$ cat src/rtl/segment.sv
// Two-operand N7-bit ALU whose low nibble drives a registered, active-high
// seven-segment display (bit6=a .. bit0=g), blanked when EN is low.
module segment #(
  parameter int N7 = 4
) (
  input  logic [N7-1:0] A,
  input  logic [N7-1:0] B,
  input  logic [1:0]    OP2,
  input  logic          EN,
  output logic [6:0]    out,
  input  logic          clk,
  input  logic          rst_n
);

  logic [N7-1:0] w_result;
  logic [6:0]    w_seg;
  logic [6:0]    r_out;
  logic          w_unused_result;

  // Add and subtract wrap naturally at N7 bits; carry/borrow are dropped.
  always_comb begin
    w_result = '0;
    case (OP2)
      2'b00:   w_result = A + B;
      2'b01:   w_result = A | B;
      2'b10:   w_result = A - B;
      2'b11:   w_result = A ^ B;
      default: w_result = '0;
    endcase
  end

  // Bits above the displayed nibble are computed but never shown.
  assign w_unused_result = ^w_result;

  always_comb begin
    w_seg = 7'b0000000;
    if (EN) begin
      case (w_result[3:0])
        4'h0:    w_seg = 7'b1111110;
        4'h1:    w_seg = 7'b0110000;
        4'h2:    w_seg = 7'b1101101;
        4'h3:    w_seg = 7'b1111001;
        4'h4:    w_seg = 7'b0110011;
        4'h5:    w_seg = 7'b1011011;
        4'h6:    w_seg = 7'b1011111;
        4'h7:    w_seg = 7'b1110000;
        4'h8:    w_seg = 7'b1111111;
        4'h9:    w_seg = 7'b1111011;
        4'hA:    w_seg = 7'b1110111;
        4'hB:    w_seg = 7'b0011111;
        4'hC:    w_seg = 7'b1001110;
        4'hD:    w_seg = 7'b0111101;
        4'hE:    w_seg = 7'b1001111;
        4'hF:    w_seg = 7'b1000111;
        default: w_seg = 7'b0000000;
      endcase
    end
  end

  always_ff @(posedge clk or negedge rst_n) begin
    if (!rst_n) begin
      r_out <= 7'b0000000;
    end else begin
      r_out <= w_seg;
    end
  end

  assign out = r_out;

endmodule

$ cat config.mk
export PLATFORM = sky130hd
export DESIGN_NAME = segment
export DESIGN_NICKNAME = d
export VERILOG_FILES = /design/src/rtl/segment.sv
export SDC_FILE = /design/constraint.sdc
export NUM_CORES = 1
export LEC_CHECK = 0
export ABC_AREA = 1
export CORE_ASPECT_RATIO = 0.7
export CORE_UTILIZATION = 40
export CTS_CLUSTER_SIZE = 12
export DETAILED_ROUTE_END_ITERATION = 16
export GPL_TIMING_DRIVEN = 0
export PLACE_DENSITY = 0.63
export SYNTH_ARGS = -nofsm -noshare
export SYNTH_HDL_FRONTEND = slang
export SYNTH_SLANG_ARGS = --single-unit
$ cat constraint.sdc
create_clock -name clk -period 1.5 [get_ports clk]
set_clock_uncertainty 0.1 [all_clocks]
set_input_delay 0.45 -clock clk [delete_from_list [all_inputs] [get_ports clk]]
set_output_delay 0.45 -clock clk [all_outputs]
set_load 0.05 [all_outputs]
* Word-level counts from Yosys, hierarchy flattened *
Memories as Yosys holds them, arrays and structs flattened.
Cells that the tools add are included.

cells by class
  magnitude comparators = 0
  eq/ne operators = 3
  muxes and demuxes = 2
  bitwise operators = 2
  $mul = 0
  divide/modulo/power cells = 0
  add/sub/neg operators = 2
  shift operators = 0
  reduce and logical (&&, ||, !) cells = 1

operator list
  operator            count
  $pmux 4 s4          1
  $mux 7              1
  $add 4x4->4         1
  $eq 2x2->1 const B  2
  $or 4x4->4          1
  $sub 4x4->4         1
  $xor 4x4->4         1
  $eq 2x1->1 const B  1
  $logic_not 2->1     1

word-level totals
  word-level logic and storage cells = 12
  memory bits (writable) = 0
  bits in latches = 0
  memories = 1
  memory bits (read-only) = 112
  input port bits = 13
  output and inout bits = 7
  register bits = 7

memories
  memory            words  width  rd ports  clocked after Yosys merged registers in  wr ports  RTL line  RTL
  (name not given)  16     7      1         0                                        0         38        case (w_result[3:0])

* Depth between registers and ports, before layout *
Gate-level depths: netlist of the first run.
An unclocked memory read counts as a cell.

  word-level depth = 4
  mapped depth = 16
  depth with buffers taken out = 16

* Worst setup path after synthesis of the first run *
OpenSTA, ideal clock, no wires.

  path type = in2reg
  start point = input B[0]
  end point = register r_out[5] (netlist: out[5])
  stages on the path = 12
  buffers on the path = 0
  slack = -1.216 ns
  arrival time = 2.498 ns
  required time = 1.282 ns
  setup time = 0.118 ns
  cells stage by stage = inv_1 ha_1 nand2_1 o21ai_0 fa_1 nand2_1 o211ai_1 inv_1 ha_1 or2_2 nand2_1 a21oi_2

on the way
  cells in the longest elaborated chain, start to end = 4
  elaborated cells on any way between the ends = 7
  those cells by class = add/sub (2); mux (2); bitwise (2); memory (1)

RTL lines
  what                                 RTL line  RTL
  start, declared                      7         input logic [N7-1:0] B,
  $sub 4x4->4 (tied with other cells)  26        2'b10: w_result = A - B;
  $pmux 4 s4 *                         23        case (OP2)
  $mem_v2 16x7 *                       --
  $mux 7 *                             37        if (EN) begin
  named net w_seg[5]                   16        logic [6:0] w_seg;
  end signal, assigned                 64        r_out <= w_seg;
  end, declared                        17        logic [6:0] r_out;

The timed path passes the listed nets; every way through them passes the cells marked *.

* Final worst setup path of the first run *
  start point = input B[0]
  end point = register r_out[3] (netlist: out[3])

Same word-level chain as after synthesis.

==> results of run 1 <==
kinds of logic (layout without fill, tap and decap cells):
| group | count (synthesis) | in the layout | synth area share [%] |
|---|---|---|---|
| AO/OA/AOI/OAI | 12 | 12 | 7.91 |
| XOR/XNOR | 2 | 2 | 1.98 |
| adder cells (fa/ha/maj) | 16 | 16 | 23.4 |
| buffers and inverters | 27 | 57 | 12.3 |
| flip-flops | 7 | 7 | 19.8 |
| AND/OR/NAND/NOR | 69 | 69 | 34.6 |
per-stage QoR:
stage	power [uW]	setup slack, ps	utilization [%]	setup TNS [ps]
2_1_floorplan	652	-923	-	-5500
3_3_place_gp	816	-1790	58.7	-12820
3_5_place_dp	824	-1820	58.7	-13150
4_1_cts	1040	-858	66.4	-5540
5_1_grt	1160	-967	67.5	-6420
6_report	1070	-868	67.5	-5640
worst max-delay path: stages:
cell	delay (ps)
buf_8	110
inv_8	50
ha_4	200
nand2_4	60
o21ai_4	60
fa_1	480
nand2_1	50
o211ai_1	170
inv_2	170
ha_4	310
nand2_2	40
o21ai_1	70
inv_1	50
nor2_1	80
nor2_1	50
metal layers:
| layer | up-vias | GRT usage [%] |
|---|---|---|
| met5 | - | 0 |
| li1 | 464 | - |
| met4 | 0 | 1.79 |
| met2 | 19 | 35.6 |
| met1 | 373 | 28.2 |
| met3 | 0 | 3.09 |
cells in the mapped netlist:
master and n:
nand2_2 6, nand3b_1 2, xnor2_1 1, nand2_1 34
a21oi_1 1, ha_1 15, nand3_2 1, nand2_4 1
o21ai_0 7, inv_2 4, inv_1 22, or2_2 1
a21oi_2 1, o21ai_2 1, dfrtp_1 7, o21ai_1 1
xor2_1 1, nor2_1 17, fa_1 1, o211ai_1 1
nand3_1 7, buf_6 1
worst paths after layout:
| path | endpoint | slack, ps | cells past startpoint |
|---|---|---|---|
| setup / recovery | out[3] | -870 | 15 |
| min in group clk | out[5] | 710 | 8 |
| max in group asynchronous | out[3] | 710 | 1 |
| hold / removal | out[0] | 360 | 1 |
cell type report:
type,instances,area share (%)
multi-input cells,99,55.6
repair buffers,26,16.8
flip-flops and latches,7,13.2
inverters,26,8.85
well taps,30,2.82
clock buffers,4,1.98
plain buffers,1,0.847
layout by cell type, fill, tap and decap left out, drive strengths merged:
cell,netlist,layout
clkdlybuf4s15,0,3
nand3,8,8
xor2,1,1
nand3b,2,2
dfrtp,7,7
xnor2,1,1
ha,15,15
nand2,41,41
o21ai,9,9
nor2,17,17
or2,1,1
a21oi,2,2
clkbuf,0,4
clkdlybuf4s50,0,5
buf,1,17
fa,1,1
o211ai,1,1
inv,26,26
dlygate4sd2,0,2
power by group:
part / internal [uW] / leakage (uW) / total [uW] / switching (uW)
Clock: 101 / 0.0000150 / 160 / 59.3
Sequential: 220 / 0.0000866 / 226 / 6.74
Combinational: 253 / 0.000587 / 683 / 430
Total: 574 / 0.000689 / 1070 / 496
what timing repair did:
| action | 4_1_cts | 5_1_grt |
|---|---|---|
| setup buffers | 5 | 1 |
| cloned | 1 | 0 |
| setup endpoints to repair | 14 | 11 |
| gates resized for setup | 69 | 24 |
| pin swaps | 13 | 13 |
==> flow_summary_export.csv, run 1 <==
group,metric,value,unit
global_route,antenna_found_initial,0,
placement,dp_cells,182,
global_route,grt_max_degree,8,
final_layout,antenna_cells,0,
detailed_routing,wire_per_inst,11.2,um
placement,hpwl,1590,um
detailed_routing,via_per_inst,4.44,
detailed_routing,drt_wl_total,2160,um
clock_tree,cts_tree,"done",
detailed_routing,firstDrtPassIters,4,
final_layout,syn_to_final_growth,50.0,%
min_path,hp-class,"input pin to asynchronous set/reset pin",
timing,period_minus_slack,2370,ps
pwr,peakVddDrop,0.000319,V
detailed_routing,via_count,856,
final_layout,ff_latch_area,175,um^2
global_route,grt_pass1_wl,3570,um
final_layout,largest_reg_flops,7,
timing,final-setup-viol-count,7,
clock_tree,cts_max_path_buffers,2,
detailed_routing,antenna_left,0,
synth,ys_types,22,
outcome,violations,"negative setup slack",
worst_setup_path,critPathMaxFanout,5,
synth,synthCells,133,
timing,worstMarginPinSlew,659,ps
clock_tree,clock_sinks,7,
timing,setup_slack,-868,ps
floorplanning,rows,13,
synth,yosysSeqAreaShare,19.8,%
detailed_routing,met2_length,899,um
global_route,grt_pass1_vias,825,
detailed_routing,drc_errors,0,
synth,ys_ff_latch,7,
final_layout,layout.cells.non_filler,193,
synth,syn_avg_cell_area,6.66,um^2
pwr,power_density,805,nW/um^2
pwr,p_leak,0.000689,uW
floorplanning,die_height,41.4,um
timing,hold_viol,0,
final_layout,multi_input_area,738,um^2
placement,gp_congestion,0.839,
worst_setup_path,cp-startpoint,"B[0]",
clock_tree,clockRootBuffer,"clkbuf_4",
synth,synth_largest_area_cell,"ha_1",
synth,ys.warnings.count,0,
clock_tree,clkTransAtPathRegs,50,ps
timing,maxSlewViolCount,0,
floorplanning,die_w,58.2,um
detailed_routing,met1_length,1190,um
worst_setup_path,crit_path_start_kind,"input pin",
clock_tree,cts_buffers,3,
flow_run,max_cap_violations,0,
synth,synth_fp_nets,162,
final_layout,drive_above_1_share,39.9,%
floorplanning,die_area,2410,um^2
clock_tree,cts.hold.buffers_added,0,
timing,fmax,422,MHz
worst_setup_path,arrival,2400,ps
timing,period_share,158,%
global_route,overflow,0,
global_route,grt_usage,20.3,%
detailed_routing,top_layer_used,"met3",
final_layout,fin_area,1330,um^2
synth,synth_area_leaders,"ha_1 (21%), dfrtp_1 (20%), nand2_1 (14%)",
floorplanning,pin_count,20,
final_layout,nFillCells,170,
detailed_routing,drtIter0Drc,21,
outcome,status,"finished with violations",
synth,synth_area,886,um^2
worst_setup_path,criticalPathCategory,"input pin to register",
floorplanning,start_util,45.0,%
timing,rsz0062_at_grt,"yes",
synth,synth_top_area_share,21.2,%
floorplanning,core,1970,um^2
worst_setup_path,worstSetupEndpointType,"register",
worst_setup_path,required,1530,ps
detailed_routing,wl_met3,71,um
clock_tree,htreeDepth,1,
timing,hold_ws,363,ps
placement,placed_area,1150,um^2
placement,port-buffer-count,19,
timing,slew_headroom,55.8,%
final_layout,layout.nets,193,
Power figures use the tool's default switching activity.
==> run 2: changes to the inputs <==
Settings changed: CTS_BUF_LIST set to sky130_fd_sc_hd__clkbuf_16.
==> run 2 against run 1 <==
  * The flow finishes with violations (design-rule violations, negative setup slack)
  * Worst hold slack improved by 11 ps
  * Global-route usage increased by 1.4 points
  * Clock power increased to 2.8 times the previous value
  * Cell count unchanged
  * Sequential power about the same
  * Critical path depth unchanged
  * Routed wire length increased by 3.5%
  * Via count increased by 2.2%
  * Power increased by 31%
  * Sequential share of layout area decreased by 1.1 points
  * Flip-flop and latch count unchanged
  * Worst setup slack got worse by 13 ps
==> flow_summary_export.csv, run 2 (synthesis results as in run 1) <==
group,metric,value,unit
final_layout,layout.nets,193,
timing,period_share,159,%
worst_setup_path,required,1520,ps
final_layout,syn_to_final_growth,63.0,%
final_layout,antenna_cells,0,
clock_tree,cts_buffers,3,
global_route,grt_max_degree,8,
pwr,finalPower,1400,uW
final_layout,layout.cells.non_filler,193,
timing,worstMarginPinSlew,653,ps
floorplanning,rows,13,
global_route,antenna_found_initial,0,
clock_tree,clkTransAtPathRegs,40,ps
pwr,p_leak,0.000726,uW
pwr,peakVddDrop,0.000372,V
timing,maxSlewViolCount,0,
detailed_routing,drc_errors,1,
floorplanning,core,1970,um^2
timing,setup_slack,-881,ps
worst_setup_path,worstSetupEndpointType,"register",
detailed_routing,wire_per_inst,11.6,um
floorplanning,start_util,45.0,%
worst_setup_path,crit_path_start_kind,"input pin",
detailed_routing,firstDrtPassIters,11,
final_layout,nFillCells,150,
flow_run,max_cap_violations,0,
detailed_routing,antenna_left,0,
outcome,status,"finished with violations",
detailed_routing,drt_wl_total,2230,um
global_route,overflow,0,
worst_setup_path,arrival,2400,ps
timing,period_minus_slack,2380,ps
placement,gp_congestion,0.839,
final_layout,drive_above_1_share,44.2,%
final_layout,largest_reg_flops,7,
floorplanning,die_w,58.2,um
timing,rsz0062_at_grt,"yes",
clock_tree,clockRootBuffer,"clkbuf_16",
timing,fmax,420,MHz
clock_tree,cts_max_path_buffers,2,
floorplanning,pin_count,20,
final_layout,layout_commonest_cell,"nand2_1",
floorplanning,die_height,41.4,um
final_layout,mostFrequentLayoutCells,"nand2_1 (25), inv_1 (16), nand2_2 (12)",
worst_setup_path,critPathMaxFanout,5,
detailed_routing,via_per_inst,4.53,
clock_tree,cts_tree,"done",
global_route,grt_usage,21.8,%
clock_tree,cts.hold.buffers_added,0,
clock_tree,clock_sinks,7,
timing,hold_viol,0,
placement,dp_cells,182,
placement,port-buffer-count,19,
detailed_routing,via_count,875,
worst_setup_path,criticalPathCategory,"input pin to register",
clock_tree,htreeDepth,1,
outcome,violations,"design-rule violations, negative setup slack",
floorplanning,die_area,2410,um^2
placement,hpwl,1590,um
global_route,grt_pass1_vias,859,
detailed_routing,drtIter0Drc,17,
timing,final-setup-viol-count,7,
global_route,grt_pass1_wl,3730,um
min_path,hp-class,"input pin to asynchronous set/reset pin",
placement,dp_slack,-1820,ps
timing,slew_headroom,56.2,%
pwr,power_density,970,nW/um^2
[run 2: cell types whose count changed in the layout (fill, tap and decap cells not counted), moves of 2 or more]
cell | before | now
buf_2 | 7 | 2
clkdlybuf4s15_2 | 2 | 7
clkbuf_16 | 0 | 3
clkbuf_4 | 3 | 0
nand2_1 | 28 | 25
nand2_2 | 10 | 12
[run 2: layout make-up]
| class | instances | area [um^2] | share of cell area (%) |
|---|---|---|---|
| multi-input cells | 99 | 769 | 53.3 |
| flip-flops and latches | 7 | 175 | 12.1 |
| plain buffers | 1 | 11.3 | 0.780 |
| repair buffers | 26 | 254 | 17.6 |
| well taps | 30 | 37.5 | 2.60 |
| clock buffers | 3 | 75.1 | 5.20 |
| inverters | 26 | 118 | 8.15 |
| clock inverters | 1 | 3.75 | 0.260 |
[run 2: what timing repair did]
item | CTS | global route
setup endpoints to repair | 14 | 7
gates cloned | 1 | 0
resized for setup | 67 | 25
pin swaps | 14 | 13
buffers inserted | 5 | 1
[run 2: routing by layer]
layer,vias up,global-route usage (%),wire (um)
met5,-,0,0
met4,0,5.36,0
met3,0,4.01,110
met2,19,38.8,962
met1,390,28.3,1160
li1,466,-,-
[run 2: final timing paths]
path | startpoint | to | slack (ps) | cells after the start
min in group clk | OP2[0] | out[5] | 730 | 8
min | rst_n | out[2] | 370 | 1
max | B[1] | out[3] | -880 | 15
max in group asynchronous | rst_n | out[5] | 700 | 1
[run 2: critical path, stage by stage]
cell,delay (ps)
buf_12,110
inv_12,50
ha_4,190
nand2_4,60
o21ai_4,60
fa_1,480
nand2_1,50
o211ai_1,170
inv_2,170
ha_4,310
nand2_2,40
o21ai_1,70
inv_1,50
nor2_1,80
nor2_1,50
[run 2: metrics by stage]
step	instance area (um^2)	utilization (%)	setup TNS (ps)	hold WS, ps
2_1_floorplan	927	-	-5500	54.4
3_3_place_gp	1150	58.7	-12820	613
3_5_place_dp	1150	58.7	-13150	624
4_1_cts	1370	69.4	-5700	387
5_1_grt	1440	73.4	-6440	400
6_report	1440	73.4	-5710	374
[run 2: power by group]
group          internal (uW)  switching [uW]
logic                    281             447
clock network            346            97.7
registers                220            7.42
total                    848             552
==> run 3: changes to the inputs <==
Settings changed: CORE_UTILIZATION 40 to 45, PLACE_DENSITY 0.63 to 0.7.
==> run 3 against run 2 <==
  * The flow finishes with violations (negative setup slack)
  * Power decreased by 1.9%
  * Sequential power about the same
  * Utilization increased by 2.8 points
  * Worst hold slack improved by 15 ps
  * Clock-buffer cell count unchanged
==> flow_summary_export.csv, run 3 (synthesis results as in run 1) <==
group,metric,value,unit
detailed_routing,drt_wl_total,2280,um
floorplanning,die_area,2150,um^2
clock_tree,cts_buffers,3,
timing,fmax,418,MHz
final_layout,layout_commonest_cell,"nand2_1",
global_route,grt_max_degree,11,
global_route,grt_pass1_wl,3710,um
worst_setup_path,path_cells,"buf_8 > inv_8 > ha_4 > nand2_4 > o21ai_4 > fa_1 > nand2_1 > o211ai_1 > inv_2 > ha_4 > nand2_1 > o21ai_1 > inv_1 > nor2_1 > nor2_1",
pwr,p_leak,0.000727,uW
final_layout,layout.nets,196,
final_layout,nFillCells,145,
final_layout,antenna_cells,0,
floorplanning,pin_count,20,
outcome,violations,"negative setup slack",
min_path,hp-class,"input pin to asynchronous set/reset pin",
pwr,power_density,972,nW/um^2
detailed_routing,via_count,894,
detailed_routing,firstDrtPassIters,4,
final_layout,syn_to_final_growth,59.5,%
flow_run,max_cap_violations,0,
clock_tree,clock_sinks,7,
worst_setup_path,crit_buf_inv,4,
timing,setup_slack,-890,ps
timing,tns,-5810,ps
placement,gp_congestion,0.906,
global_route,antenna_found_initial,0,
worst_setup_path,critPathMaxFanout,5,
timing,period_minus_slack,2390,ps
worst_setup_path,slowest_stage,"fa_1",
detailed_routing,antenna_left,0,
timing,rsz0062_at_grt,"yes",
final_layout,largest_reg_flops,7,
placement,hpwl,1630,um
timing,slew_headroom,74.8,%
floorplanning,die_w,55.0,um
final_layout,fin_util,76.2,%
final_layout,drive_above_1_share,39.2,%
worst_setup_path,worstSetupEndpointType,"register",
global_route,grt_pass1_vias,854,
worst_setup_path,crit_path_start_kind,"input pin",
clock_tree,cts_tree,"done",
detailed_routing,drtIter0Drc,11,
clock_tree,cts_max_path_buffers,2,
worst_setup_path,criticalPathCategory,"input pin to register",
timing,period_share,159,%
detailed_routing,drc_errors,0,
worst_setup_path,required,1520,ps
global_route,overflow,0,
timing,worstMarginPinSlew,377,ps
pwr,peakVddDrop,0.00124,V
floorplanning,die_height,39.1,um
timing,final-setup-viol-count,7,
pwr,finalPower,1370,uW
clock_tree,htreeDepth,1,
detailed_routing,wire_per_inst,12.1,um
detailed_routing,via_per_inst,4.76,
worst_setup_path,crit_family,"adder cells",
timing,hold_viol,0,
floorplanning,rows,13,
final_layout,mostFrequentLayoutCells,"nand2_1 (29), inv_1 (17), nor2_1 (15)",
placement,port-buffer-count,19,
timing,maxSlewViolCount,0,
floorplanning,core,1850,um^2
clock_tree,clkTransAtPathRegs,40,ps
floorplanning,start_util,47.8,%
clock_tree,clockRootBuffer,"clkbuf_16",
placement,dp_slack,-1790,ps
worst_setup_path,critPathMaxStageDelay,470,ps
worst_setup_path,arrival,2410,ps
global_route,grt_usage,25.9,%
outcome,status,"finished with violations",
[run 3: cell types whose count changed in the layout (fill, tap and decap cells not counted), moves of 3 or more]
cell | previous run | this run
nand2_1 | 25 | 29
buf_4 | 7 | 10
nor2_1 | 11 | 15
nor2_2 | 5 | 2
nand2_2 | 12 | 9
[run 3: where the power goes]
| group | internal (uW) | switching, uW |
|---|---|---|
| combinational | 265 | 430 |
| sequential | 220 | 8.08 |
| clock | 347 | 103 |
[run 3: worst max path at each step]
stage	end	depth (start not counted)	from
4_1_cts	out[3]	15	B[0]
2_1_floorplan	out[5]	12	B[1]
3_5_place_dp	out[5]	13	B[1]
6_report	out[3]	15	B[0]
5_1_grt	out[5]	14	B[1]
3_3_place_gp	out[5]	13	B[1]
[run 3: repair_timing]
action                                  CTS  global route
hold buffers                              0             0
resized for setup                        69            11
hold endpoints to repair                  0             0
setup buffers                             7             3
pin swaps                                15            11
endpoints found under the setup margin   14             8
[run 3: routing by layer]
metal  vias to the layer above  track usage, %  part of all wire, %
li1                        475               -                    -
met1                       398            34.1                   49
met2                        19            41.9                   47
met3                         2            5.88                  3.6
met4                         0            7.50                 0.70
met5                         -               0                    0
[run 3: final cells by class]
class	count	area (um^2)	area share, %
Timing Repair Buffer	29	269	19.0
Clock inverter	1	3.75	0.266
Tap cell	22	27.5	1.95
Multi-Input combinational cell	99	733	51.9
Sequential cell	7	175	12.4
Buffer	1	11.3	0.797
Inverter	26	118	8.33
Clock buffer	3	75.1	5.31
[run 3: per-stage QoR]
step | area [um^2] | hold slack (ps) | cells
after global routing | 1410 | 418 | 188
after CTS | 1370 | 401 | 185
after detailed placement | 1140 | 640 | 174
after floorplan | 927 | 54.4 | 133
final | 1410 | 389 | 188
after global placement | 1140 | 621 | 174
